===== config.mk =====
export PLATFORM = sky130hd
export DESIGN_NAME = id_ex_forward_stage
export DESIGN_NICKNAME = d
export VERILOG_FILES = /design/src/rtl/id_ex_forward_stage.sv
export SDC_FILE = /design/constraint.sdc
export NUM_CORES = 1
export LEC_CHECK = 0
export BUFFER_PORTS_ARGS = -buffer_cell sky130_fd_sc_hd__buf_2
export CORE_UTILIZATION = 30
export CTS_BUF_LIST = sky130_fd_sc_hd__clkbuf_16
export DETAILED_ROUTE_END_ITERATION = 10
export SYNTH_ARGS = -nofsm -noshare
export SYNTH_HDL_FRONTEND = slang
export SYNTH_SLANG_ARGS = --single-unit

===== constraint.sdc =====
create_clock -name clk_i -period 1.3 [get_ports clk_i]
set_input_delay 0 -clock clk_i [delete_from_list [all_inputs] [get_ports clk_i]]
set_output_delay 0 -clock clk_i [all_outputs]
set_load 0.05 [all_outputs]

===== src/rtl/id_ex_forward_stage.sv =====
// ID/EX pipeline register with forwarding-select generation for the EX operand muxes.
// Optional macro EX_FWD_COUNT_EN adds fwd_cnt_o, a saturating count of forwarding cycles.
module id_ex_forward_stage #(
    parameter int size = 32
) (
    input  logic            clk_i,
    input  logic            rst_i,
    input  logic            stall_i,
    input  logic            flush_i,
    input  logic            id_valid_i,
    input  logic [size-1:0] id_rs_data_i,
    input  logic [size-1:0] id_rt_data_i,
    input  logic [4:0]      id_rs_addr_i,
    input  logic [4:0]      id_rt_addr_i,
    input  logic [4:0]      id_rd_addr_i,
    input  logic            id_reg_write_i,
    input  logic            exmem_reg_write_i,
    input  logic [4:0]      exmem_rd_addr_i,
    input  logic            memwb_reg_write_i,
    input  logic [4:0]      memwb_rd_addr_i,
    output logic            ex_valid_o,
    output logic [size-1:0] ex_rs_data_o,
    output logic [size-1:0] ex_rt_data_o,
    output logic [4:0]      ex_rs_addr_o,
    output logic [4:0]      ex_rt_addr_o,
    output logic [4:0]      ex_rd_addr_o,
    output logic            ex_reg_write_o,
    output logic [1:0]      fwd_a_sel_o,
    output logic [1:0]      fwd_b_sel_o
`ifdef EX_FWD_COUNT_EN
    ,
    output logic [31:0]     fwd_cnt_o
`endif
);

    localparam logic [1:0] SEL_REG   = 2'b00;
    localparam logic [1:0] SEL_MEMWB = 2'b01;
    localparam logic [1:0] SEL_EXMEM = 2'b10;

    // Flush beats stall so a squashed instruction can never linger in a stalled slot.
    always_ff @(posedge clk_i) begin
        if (rst_i || flush_i) begin
            ex_valid_o     <= 1'b0;
            ex_rs_data_o   <= '0;
            ex_rt_data_o   <= '0;
            ex_rs_addr_o   <= '0;
            ex_rt_addr_o   <= '0;
            ex_rd_addr_o   <= '0;
            ex_reg_write_o <= 1'b0;
        end else if (!stall_i) begin
            ex_valid_o     <= id_valid_i;
            ex_rs_data_o   <= id_rs_data_i;
            ex_rt_data_o   <= id_rt_data_i;
            ex_rs_addr_o   <= id_rs_addr_i;
            ex_rt_addr_o   <= id_rt_addr_i;
            ex_rd_addr_o   <= id_rd_addr_i;
            ex_reg_write_o <= id_reg_write_i & id_valid_i;
        end
    end

    logic exmem_live;
    logic memwb_live;

    // EX/MEM is checked first because it holds the youngest value of a register.
    always_comb begin
        exmem_live  = exmem_reg_write_i && (exmem_rd_addr_i != 5'd0);
        memwb_live  = memwb_reg_write_i && (memwb_rd_addr_i != 5'd0);
        fwd_a_sel_o = SEL_REG;
        fwd_b_sel_o = SEL_REG;
        if (ex_valid_o) begin
            if (exmem_live && (exmem_rd_addr_i == ex_rs_addr_o))
                fwd_a_sel_o = SEL_EXMEM;
            else if (memwb_live && (memwb_rd_addr_i == ex_rs_addr_o))
                fwd_a_sel_o = SEL_MEMWB;
            if (exmem_live && (exmem_rd_addr_i == ex_rt_addr_o))
                fwd_b_sel_o = SEL_EXMEM;
            else if (memwb_live && (memwb_rd_addr_i == ex_rt_addr_o))
                fwd_b_sel_o = SEL_MEMWB;
        end
    end

`ifdef EX_FWD_COUNT_EN
    always_ff @(posedge clk_i) begin
        if (rst_i)
            fwd_cnt_o <= '0;
        else if (ex_valid_o && !stall_i && ((fwd_a_sel_o != SEL_REG) || (fwd_b_sel_o != SEL_REG))
                 && (fwd_cnt_o != 32'hFFFF_FFFF))
            fwd_cnt_o <= fwd_cnt_o + 32'd1;
    end
`endif

endmodule


======== Word-level counts from Yosys, hierarchy flattened ========
Index checks and enable logic that the tools add are counted.
storage, ports and cells
  memory bits (writable) .................. 0
  word-level logic and storage cells ...... 27
  register bits after elaboration ......... 81
  bits in read-only memories .............. 0
  input port bits ......................... 97
  output and inout bits ................... 85
  latch bits .............................. 0
  memories kept ........................... 0
operators by class
  equal/unequal tests ..................... 4
  order comparisons ....................... 0
  add/subtract/negate cells ............... 0
  bitwise logic cells ..................... 1
  shifts and indexed selects .............. 0
  $mul .................................... 0
  multiplexer cells ....................... 6
  reduce and logical (&&, ||, !) cells .... 9
  div/mod/pow operators ................... 0
operators by type and width
  kind                 number
  $eq A5 B5 Y1         4
  $reduce_bool A5 Y1   2
  $mux W2              4
  $logic_and A1 B1 Y1  6
  $mux W1              2
  $and A1 B1 Y1        1
  $logic_or A1 B1 Y1   1

======== Longest topological paths before layout ========
Gate-level depths: netlist of the first run.
  depth in word-level cells ............... 6
  depth in mapped cells ................... 4
  depth with buffers taken out ............ 4

======== Least setup slack after synthesis of the first run ========
OpenSTA, ideal clock, no wires.
  path kind ............................... register to output
  start point ............................. register ex_rt_addr_o[2]
  end point ............................... output fwd_b_sel_o[0]
  required time ........................... 1.300 ns
  slack ................................... -0.399 ns
  stages on the path, launching flop included .. 5
  buffers on the path ..................... 0
  arrival time ............................ 1.699 ns
  path through ............................ dfxtp_1 -> xor2_1 -> nor3_1 -> nand3_1 -> nor3_2
on the way
  word-level cells in the longest chain between the ends .. 5
  elaborated cells between the ends (all ways) .. 7
  those cells by class .................... eq/ne: 2; mux: 3; reduce/logical: 2
RTL lines
  element                 RTL line  source
  from (decl)             25        output logic [4:0] ex_rt_addr_o,
  from (signal assigned)  55        ex_rt_addr_o <= id_rt_addr_i;
  $eq A5 B5 Y1            77        else if (memwb_live && (memwb_rd_addr_i == ex_rt_addr_o))
  $logic_and A1 B1 Y1     77
  $mux W1                 77
  $mux W2 (*)             75        if (exmem_live && (exmem_rd_addr_i == ex_rt_addr_o))
  $mux W2 (*)             70        if (ex_valid_o) begin
  to (decl)               29        output logic [1:0] fwd_b_sel_o
Every way passes the cells marked *; elsewhere a longest branch is shown, timed or not.

======== Worst setup path in the final report of the first run ========
  start point ............................. register ex_rt_addr_o[1]
  end point ............................... output fwd_b_sel_o[0]
Same word-level chain as after synthesis.

==> results.md, run 1 <==
- Outcome: finished, violations left
- Failing checks: negative setup slack
- Post-Syn Instances: about 300
- Synthesized-area fraction occupied by xor and xnor cells: 0.05647
- Ranking of synthesized cells by area: sky130_fd_sc_hd__dfxtp_1, sky130_fd_sc_hd__mux2i_1, sky130_fd_sc_hd__nor2_1, sky130_fd_sc_hd__xnor2_1, sky130_fd_sc_hd__xor2_1
- Global-route met3 utilization: 0.05223
- Routing usage on met2: 0.3092
- VDD IR max: ~640 uV
- Last weighted congestion value of the routability-driven placer: ~0.89
- Flops & latches, synth: 81
- Met1 routing resource usage after global routing: 0.1860
- Slowest cell on crit path: sky130_fd_sc_hd__dfxtp_4
- Effective utilization at floorplan: 0.3130
- Least setup slack across all paths after layout: -0.2506 ns
- Most frequent cells in the layout: sky130_fd_sc_hd__buf_2, sky130_fd_sc_hd__nor2_1, sky130_fd_sc_hd__dlygate4sd3_1, sky130_fd_sc_hd__mux2i_1, sky130_fd_sc_hd__dfxtp_1
- Combined area of all synthesized cells: 3102 sq um
- Most Used Layer, Global Route: met2
- Wire length of the first global-routing pass: approximately 15 mm
- Vias in the first global route: approximately 3200
- Horizontal extent of the die: 103.7 microns
- Final setup TNS: -0.7541 ns
- Number of vias in the routed layout: roughly 3100
- Total wire length: between 9 and 10 mm
- Compound-gate portion of the synthesized area: 0.006454
- Clock-pin slew reported for the worst setup and hold paths after clock tree synthesis: roughly 0.050 ns
- Crit path max fanout: 3
- Fraction of layout instances using a drive strength above 1: 0.4185
- Setup violation total in the final timing report: 4
- Clock tree sinks: 81
- Setup clock skew after layout: 0 ns
- Final period utilization: 1.193
- Top achievable clock speed: 644.9 MHz
- Share of synthesized area occupied by flip-flops and latches: 0.5228
- Die height: 103.7 microns
- Max Transition Viols Final: 0
- Critical-path cell list: buf_6 -> xor2_1 -> nor3_1 -> nand3_1 -> nor3_4 -> buf_6
- Area delta synth->final: 80.23%
- Main combinational cell family by area after synthesis: multiplexers
- Antenna cells: 0
- Synthesized area per cell: 10.37 sq um
- Total nets after synthesis: 396
- Power density relative to cell area: 1115 nW/um^2
- Boundary Pins: roughly 180
- Final period demand of the worst path: ~1.6 ns
- Antenna Nets Post-Route: 0
- Synth unique cells: 20
- Row count: 36
- Grt total ovfl: 0
- Min-delay worst type: input pin to flop
- Total DRC errors in the routed layout: 0
- Largest net degree at the start of global routing: 47
- Cell with the most instances on the worst path: sky130_fd_sc_hd__buf_6
- Max cap viols: 0
- Mux share of post-synthesis cell area: 0.2549
- Critical setup path kind: flop to output pin
- Signal arrival time at the worst endpoint: ~1.6 ns
- Routed vias/inst: between 4 and 5
- Adder and majority cell fraction of the synthesized area: 0
- Deepest level of the CTS H-tree: 3
- Critical Path End Type: output pin
- Number of warnings reported in the yosys synthesis log: 0
- Instance count after placement with tap cells included: approximately 620
- Worst EP required: 1.30 ns
- CP max stage delay: roughly 0.35 ns
- Number of buffers created by CTS: 9
- Half-perimeter wire length of the detailed placement result: roughly 6 mm
- Starting DRT DRC Count: 50
- RSZ-0062 raised after global routing: true
- Router iterations before antenna repair: 4
- Leakage power figure: around 0.0028 uW
- Top-area cell type share of the netlist area: 0.5228
- IO Port Bufs: 181
- Sort of element at the start of the critical path: flop
- Final net count: approximately 680
- Clk_lat worst skew: 0.32 ns
- Core region area: slightly below 10000 sq um
- Overall fraction of global-route tracks in use: 0.1704
- Most common library cell in the layout ignoring fill and taps: sky130_fd_sc_hd__buf_2
- Die Footprint: 10750 sq um
- Root Buffer: sky130_fd_sc_hd__clkbuf_16
- Finished Layout Cells: just over 700
- Library cell with the largest summed area after synthesis: sky130_fd_sc_hd__dfxtp_1
- Worst slew margin relative to its limit: 0.6857
- Number of buffers between clock root and the deepest sink: 2
- CTS tree: yes
- Endpoints failing hold: 0
- Drt wl/cell: about 13 microns
- Number of antenna violations at the first check in global routing: 0
- Worst slew pin tran: around 0.47 ns
- Post-Synth Simple-Gate Area: 0.1339
[sequential cells by signal (all words and copies together) (netlist names)]
signal / count
ex_reg_write_o: 1
ex_valid_o: 1
ex_rs_data_o: 32
ex_rd_addr_o: 5
ex_rt_addr_o: 5
ex_rs_addr_o: 5
ex_rt_data_o: 32
[final cells by class]
class | count | area, sq um
Fill cell | 836 | 4319
Timing Repair Buffer | 287 | 1978
Clock buffer | 10 | 250.2
Sequential cell | 81 | 1658
Clock inverter | 5 | 46.29
Multi-Input combinational cell | 200 | 1491
Tap cell | 133 | 166.4
[power breakdown]
group	internal, uW	total (uW)	switching [uW]
Clock	1570	2490	920
Sequential	2550	2600	48.1
Combinational	525	1140	620
Total	4650	6230	1590
[layer usage]
layer / up-vias / share of wire
met3: 16 / 0.062
met4: 0 / 0.019
li1: 1560 / -
met1: 1422 / 0.41
met5: - / 0
met2: 115 / 0.51
[worst paths after layout]
path | endpoint | from | cells after the start | slack (ns)
worst max-delay path | fwd_b_sel_o[0] | ex_rt_addr_o[1] | 6 | -0.25
worst min register to register | ex_rs_data_o[20] | ex_rs_data_o[20] | 2 | 0.49
worst min-delay path | ex_valid_o | id_valid_i | 4 | 0.13
worst max register to register | ex_rt_addr_o[1] | ex_rt_addr_o[1] | 4 | 0.40
[cell usage after synthesis (all sizes together)]
| cell type | n |
|---|---|
| nor4 | 2 |
| nand3 | 2 |
| clkbuf | 9 |
| and2 | 2 |
| a22oi | 1 |
| nor2b | 1 |
| a21oi | 1 |
| or2 | 1 |
| xor2 | 10 |
| dfxtp | 81 |
| o211ai | 1 |
| nand4 | 2 |
| xnor2 | 10 |
| nor2 | 82 |
| or4 | 2 |
| buf | 9 |
| mux2i | 79 |
| nor3 | 4 |
[per-stage QoR]
step,cell area [sq um],util,total power (uW),setup slack [ns],hold WS [ns]
final,5590,0.5641,6235,-0.2506,0.1274
after global routing,5590,0.5641,6502,-0.3231,0.1683
after CTS,5585,0.5636,6307,-0.2788,0.1109
after detailed placement,4374,0.4414,3584,-0.1018,0.2373
after global placement,4374,0.4414,3573,-0.06237,0.2279
after floorplan,3168,-,3248,-0.04580,0.1427
[timing repair]
action | CTS | global route
gates resized for setup | 18 | 1
setup buffers | 3 | 0
endpoints found under the hold margin | 80 | 0
endpoints found under the setup margin | 4 | 4
hold buffers | 80 | 0
pin swaps | 15 | 6
[critical path, delay by kind of cell (launching register included)]
family / cells / cell delay, ns
xor+xnor: 1 / 0.14
simple gates: 3 / 0.45
flops: 1 / 0.35
buf+inv: 2 / 0.29
[cells by family (layout without fill, tap and decap cells)]
kind of cell	after synthesis	after routing
simple gates	98	98
flops	81	81
mux	79	79
xor+xnor	20	20
buf+inv	18	302
compound gates	3	3
No activity file was read; power rests on OpenSTA's default activity.
==> inputs of run 2 (changes only) <==
Settings changed: RECOVER_POWER set to 25.
==> run 2 against run 1 <==
  * The flow still finishes with violations (negative setup slack)
  * Combinational power about the same
  * Clock power barely moved
  * Via count barely moved
  * Maximum frequency about the same
  * Cell count unchanged
  * Largest cell class unchanged
==> results.md, run 2 (same netlist as run 1, synthesis figures left out) <==
- Total DRC errors in the routed layout: 0 (unchanged)
- Sort of element at the start of the critical path: flop (unchanged)
- Drt wl/cell: 12.68 microns (was 12.66 microns)
- Registers with the most flip-flops: ex_rs_data_o (32), ex_rt_data_o (32) (unchanged)
- Slowest cell on crit path: sky130_fd_sc_hd__dfxtp_4 (unchanged)
- Overall fraction of global-route tracks in use: 0.1704 (unchanged)
- Antenna cells: 0 (unchanged)
- Worst slew pin tran: 0.5619 ns (was 0.4715 ns)
- Core region area: 9910 sq um (unchanged)
- CTS tree: yes (unchanged)
- Router iterations before antenna repair: 4 (unchanged)
- Total wire length: 9.076 mm (was 9.061 mm)
- Max cap viols: 0 (unchanged)
- Top achievable clock speed: 644.9 MHz (about the same)
- Last weighted congestion value of the routability-driven placer: 0.8944 (unchanged)
- Crit path max fanout: 3 (unchanged)
- Number of vias in the routed layout: 3110 (was 3113)
- Worst slew margin relative to its limit: 0.6254 (was 0.6857)
- Most common library cell in the layout ignoring fill and taps: sky130_fd_sc_hd__buf_2 (unchanged)
- Root Buffer: sky130_fd_sc_hd__clkbuf_16 (unchanged)
- Horizontal extent of the die: 103.7 microns (unchanged)
- Deepest level of the CTS H-tree: 3 (unchanged)
- Critical Path End Type: output pin (unchanged)
- Final setup TNS: -0.7541 ns (about the same)
- Number of buffers created by CTS: 9 (unchanged)
- Final period utilization: 1.193 (about the same)
- Signal arrival time at the worst endpoint: 1.55 ns (about the same)
- Least setup slack across all paths after layout: -0.2506 ns (about the same)
- Clock-pin slew reported for the worst setup and hold paths after clock tree synthesis: 0.05 ns (about the same)
- Max Transition Viols Final: 0 (unchanged)
- Clock tree sinks: 81 (unchanged)
- Clk_lat worst skew: 0.32 ns (about the same)
- Number of antenna violations at the first check in global routing: 0 (unchanged)
- Cell with the most instances on the worst path: sky130_fd_sc_hd__buf_6 (unchanged)
- Most frequent cells in the layout: sky130_fd_sc_hd__buf_2, sky130_fd_sc_hd__nor2_1, sky130_fd_sc_hd__dlygate4sd3_1, sky130_fd_sc_hd__mux2i_1, sky130_fd_sc_hd__dfxtp_1 (unchanged)
- Largest net degree at the start of global routing: 47 (unchanged)
- Worst Path Buf+Inv: 2 (unchanged)
- Vias in the first global route: 3203 (unchanged)
- Kind of cell adding the most delay to the critical path: simple AND/OR/NAND/NOR gates (unchanged)
- Setup violation total in the final timing report: 4 (unchanged)
- IO Port Bufs: 181 (unchanged)
- Power density relative to cell area: 1123 nW/um^2 (was 1115 nW/um^2)
- Half-perimeter wire length of the detailed placement result: 5.972 mm (unchanged)
- Failing checks: negative setup slack (unchanged)
- Effective utilization at floorplan: 0.3130 (unchanged)
- Overall power: 6215 uW (was 6235 uW)
- CP max stage delay: 0.35 ns (about the same)
- Grt total ovfl: 0 (unchanged)
- Outcome: finished, violations left (unchanged)
- Finished Layout Cells: 716 (unchanged)
- Area delta synth->final: 78.42% (was 80.23%)
- Cell Area, Placed: 4374 sq um (unchanged)
- Starting DRT DRC Count: 53 (was 50)
- Boundary Pins: 182 (unchanged)
- Antenna Nets Post-Route: 0 (unchanged)
- Worst EP required: 1.30 ns (about the same)
- Setup slack at placement: -0.1018 ns (unchanged)
- RSZ-0062 raised after global routing: true (unchanged)
- Number of buffers between clock root and the deepest sink: 2 (unchanged)
- Row count: 36 (unchanged)
- Critical-path cell list: buf_6 -> xor2_1 -> nor3_1 -> nand3_1 -> nor3_4 -> buf_6 (unchanged)
- Critical setup path kind: flop to output pin (unchanged)
- Leakage power figure: 0.002812 uW (was 0.002839 uW)
- Wire length of the first global-routing pass: 14.70 mm (unchanged)
- Fraction of layout instances using a drive strength above 1: 0.4134 (was 0.4185)
- Min-delay worst type: input pin to flop (unchanged)
- Instance count after placement with tap cells included: 618 (unchanged)
- VDD IR max: 644.0 uV (was 643.8 uV)
- Endpoints failing hold: 0 (unchanged)
- Routed vias/inst: 4.344 (was 4.348)
- Finished Cell Area: 5534 sq um (was 5590 sq um)
- Worst-case register-to-register setup slack: 0.40 ns (about the same)
- Die Footprint: 10750 sq um (unchanged)
- Setup clock skew after layout: 0 ns (unchanged)
- Die height: 103.7 microns (unchanged)
- Final period demand of the worst path: 1.551 ns (about the same)
- Final net count: 676 (unchanged)
[run 2: changes by cell type in the layout (fill, tap and decap cells not counted)]
| cell | change |
|---|---|
| sky130_fd_sc_hd__buf_4 | -4 |
| sky130_fd_sc_hd__buf_12 | -3 |
| sky130_fd_sc_hd__clkbuf_1 | +3 |
| sky130_fd_sc_hd__clkbuf_4 | +1 |
| sky130_fd_sc_hd__clkbuf_2 | +3 |
[run 2: area by class of cell]
class,instances,area [sq um]
fill,843,4375
multi-input combinational,200,1491
clock inverter,5,46.29
tap,133,166.4
clock buffer,10,250.2
timing repair buffer,287,1922
sequential,81,1658
[run 2: per-layer routing]
layer / track usage / routed length [microns] / vias up
met5: 0 / 0 / -
met4: 0.06224 / 172 / 0
met3: 0.05223 / 560 / 16
met2: 0.3092 / 4618 / 115
met1: 0.1860 / 3725 / 1421
li1: - / - / 1558
[run 2: worst paths after layout]
check	start	to	cells after the start
min reg2reg	ex_rs_data_o[20]	ex_rs_data_o[20]	2
max reg2reg	ex_rt_addr_o[1]	ex_rt_addr_o[1]	4
min	id_valid_i	ex_valid_o	4
max	ex_rt_addr_o[1]	fwd_b_sel_o[0]	6
[run 2: per-stage QoR]
step                        util  hold slack (ns)
after floorplan                -           0.1427
after global placement    0.4414           0.2279
after detailed placement  0.4414           0.2373
after CTS                 0.5636           0.1109
after global routing      0.5585           0.1796
final                     0.5585           0.1344
[run 2: tightest hold or removal path: cells and delay by family]
kind / cells / cell delay (ns)
and+or+nand+nor: 2 / 0.20
buffers and inverters: 1 / 0.10
AOI/OAI and AO/OA: 1 / 0.12
[run 2: timing repair]
item | CTS | global route
hold buffers | 80 | 0
buffers inserted | 3 | 0
endpoints found under the setup margin | 4 | 4
hold endpoints to repair | 80 | 0
resized for setup | 18 | 1
pin swaps | 15 | 6
[run 2: power breakdown]
group / internal, uW / switching [uW] / total [uW]
Clock: 1570 / 920 / 2490
Sequential: 2550 / 48.0 / 2600
Combinational: 508 / 617 / 1120
Total: 4630 / 1590 / 6210
==> inputs of run 3 (changes only) <==
Settings changed: CORE_MARGIN set to 2.
==> run 3 against run 2 <==
  * The flow still finishes with violations (negative setup slack)
  * Count of clock-buffer cells in the layout is 1 higher
  * Highest routed layer unchanged
  * Register-to-register slack better by 0.06 ns
  * Sequential power hardly changed
  * First-iteration DRC count is 110% higher
  * Clock skew stayed put
  * Setup slack better by 0.023 ns
  * Clock power is 7% higher
  * Combinational power hardly changed
==> results.md, run 3 (same netlist as run 1, synthesis figures left out) <==
- CTS tree: yes (unchanged)
- Cell with the most instances on the worst path: sky130_fd_sc_hd__buf_6 (unchanged)
- Effective utilization at floorplan: 0.3045 (was 0.3130)
- Fraction of layout instances using a drive strength above 1: 0.4195 (was 0.4134)
- Die height: 105.7 microns (was 103.7 microns)
- Drt wl/cell: 13.06 microns (was 12.68 microns)
- Critical setup path kind: flop to output pin (unchanged)
- Half-perimeter wire length of the detailed placement result: 5.904 mm (was 5.972 mm)
- Proportion of power drawn by flip-flops and latches: 0.405 (was 0.419)
- Final setup TNS: -0.7654 ns (was -0.7541 ns)
- Largest net degree at the start of global routing: 48 (was 47)
- Leakage power figure: 0.002840 uW (was 0.002812 uW)
- Horizontal extent of the die: 105.7 microns (was 103.7 microns)
- CP max stage delay: 0.36 ns (was 0.35 ns)
- Antenna cells: 0 (unchanged)
- Worst Path Buf+Inv: 2 (unchanged)
- Final net count: 676 (unchanged)
- Worst slew margin relative to its limit: 0.3678 (was 0.6254)
- Wire length of the first global-routing pass: 14.85 mm (was 14.70 mm)
- Switching power share of the total: 0.2556 (was 0.2551)
- Signal arrival time at the worst endpoint: 1.53 ns (was 1.55 ns)
- Max cap viols: 0 (unchanged)
- Total DRC errors in the routed layout: 0 (unchanged)
- Final period utilization: 1.175 (was 1.193)
- Outcome: finished, violations left (unchanged)
- Number of buffers between clock root and the deepest sink: 2 (unchanged)
- Vias in the first global route: 3228 (was 3203)
- Clock-pin slew reported for the worst setup and hold paths after clock tree synthesis: 0.06 ns (was 0.05 ns)
- Registers with the most flip-flops: ex_rs_data_o (32), ex_rt_data_o (32) (unchanged)
- Grt total ovfl: 0 (unchanged)
- Clk_lat worst skew: 0.33 ns (was 0.32 ns)
- Setup slack at placement: -0.08432 ns (was -0.1018 ns)
- Sort of element at the start of the critical path: flop (unchanged)
- IO Port Bufs: 181 (unchanged)
- Endpoints failing hold: 0 (unchanged)
- Max Transition Viols Final: 0 (unchanged)
- Top achievable clock speed: 654.5 MHz (was 644.9 MHz)
- Net switching component of the power: 1641 uW (was 1585 uW)
- Final period demand of the worst path: 1.528 ns (was 1.551 ns)
- VDD IR max: 645.3 uV (was 644.0 uV)
- Setup violation total in the final timing report: 4 (unchanged)
- Least setup slack across all paths after layout: -0.2280 ns (was -0.2506 ns)
- Most frequent cells in the layout: sky130_fd_sc_hd__buf_2, sky130_fd_sc_hd__nor2_1, sky130_fd_sc_hd__dlygate4sd3_1, sky130_fd_sc_hd__mux2i_1, sky130_fd_sc_hd__dfxtp_1 (unchanged)
- Cell internal power dissipation: 4778 uW (was 4629 uW)
- Last weighted congestion value of the routability-driven placer: 0.8614 (was 0.8944)
- Overall fraction of global-route tracks in use: 0.1681 (was 0.1704)
- Number of antenna violations at the first check in global routing: 0 (unchanged)
- Total wire length: 9.402 mm (was 9.076 mm)
- Root Buffer: sky130_fd_sc_hd__clkbuf_16 (unchanged)
- Most common library cell in the layout ignoring fill and taps: sky130_fd_sc_hd__buf_2 (unchanged)
- Critical-path cell list: buf_6 -> xor2_1 -> nor3_1 -> nand3_1 -> nor3_4 -> buf_6 (unchanged)
- Fillers: 894 (was 843)
- Deepest level of the CTS H-tree: 3 (unchanged)
- Share of power burned in the clock network: 0.417 (was 0.400)
- Slowest cell on crit path: sky130_fd_sc_hd__dfxtp_4 (unchanged)
- Routed vias/inst: 4.389 (was 4.344)
- Worst EP required: 1.30 ns (about the same)
- Starting DRT DRC Count: 110 (was 53)
- Boundary Pins: 182 (unchanged)
- Failing checks: negative setup slack (unchanged)
- Number of buffers created by CTS: 9 (unchanged)
- Kind of cell adding the most delay to the critical path: simple AND/OR/NAND/NOR gates (unchanged)
- Antenna Nets Post-Route: 0 (unchanged)
- Core region area: 10180 sq um (was 9910 sq um)
- Router iterations before antenna repair: 4 (unchanged)
- Crit path max fanout: 3 (unchanged)
- RSZ-0062 raised after global routing: true (unchanged)
- Critical Path End Type: output pin (unchanged)
- Min-delay worst type: input pin to flop (unchanged)
- Clock tree sinks: 81 (unchanged)
- Row count: 37 (was 36)
- Power density relative to cell area: 1144 nW/um^2 (was 1123 nW/um^2)
- Area delta synth->final: 80.84% (was 78.42%)
- Number of vias in the routed layout: 3160 (was 3110)
- Setup clock skew after layout: 0 ns (unchanged)
- Worst slew pin tran: 0.9483 ns (was 0.5619 ns)
- Worst hold margin: 0.09514 ns (was 0.1344 ns)
- Combinational cell fraction of total power: 0.178 (was 0.181)
- Die Footprint: 11170 sq um (was 10750 sq um)
[run 3: through the flow]
step	instance area, sq um	utilization	std cells	power [uW]
4_1_cts	5609	0.5507	720	6485
5_1_grt	5609	0.5507	720	6714
6_report	5609	0.5507	720	6418
2_1_floorplan	3168	-	299	3248
3_3_place_gp	4373	0.4294	622	3572
3_5_place_dp	4373	0.4294	622	3582
[run 3: path summary, 6_finish.rpt]
path                                      start         endpoint  slack (ns)  depth (start not counted)
worst max-delay path            ex_rt_addr_o[1]   fwd_b_sel_o[0]       -0.23                          6
worst min-delay path                 id_valid_i       ex_valid_o         0.1                          4
worst max register to register  ex_rt_addr_o[2]  ex_rt_addr_o[2]        0.46                          3
worst min register to register  ex_rd_addr_o[0]  ex_rd_addr_o[0]        0.49                          2
[run 3: final cells by class]
| cell class | instances | area [sq um] | share of cell area |
|---|---|---|---|
| timing repair buffer | 287 | 1962 | 0.3498 |
| sequential | 81 | 1658 | 0.2956 |
| multi-input combinational | 200 | 1494 | 0.2663 |
| clock buffer | 11 | 275.3 | 0.04907 |
| tap | 136 | 170.2 | 0.03034 |
| clock inverter | 5 | 50.05 | 0.008923 |
[run 3: layer usage]
layer	part of all wire	wire [microns]	GRT usage	vias to the layer above
li1	-	-	-	1559
met1	0.40	3782	0.1883	1453
met2	0.51	4753	0.2945	124
met3	0.066	620	0.05009	24
met4	0.026	246	0.07331	0
met5	0	0	0	-
[run 3: worst reg2reg max path: stages, from the launching register on]
cell,delay [ns]
sky130_fd_sc_hd__dfxtp_4,0.36
sky130_fd_sc_hd__buf_4,0.13
sky130_fd_sc_hd__mux2i_1,0.14
sky130_fd_sc_hd__nor2_1,0.06
[run 3: power by group through the flow]
stage | registers [uW] | logic, uW | clock network [uW]
6_report | 2600 | 1140 | 2670
5_1_grt | 2610 | 1220 | 2890
4_1_cts | 2600 | 1140 | 2750
3_5_place_dp | 2650 | 930 | 0
3_3_place_gp | 2650 | 924 | 0
2_1_floorplan | 2940 | 311 | 0
[run 3: timing repair]
action                     in CTS  in global routing
hold buffers                   80                  0
pin swaps                      15                  8
gates resized for setup        18                  1
setup buffers                   2                  0
hold endpoints to repair       80                  0
setup endpoints to repair       4                  4
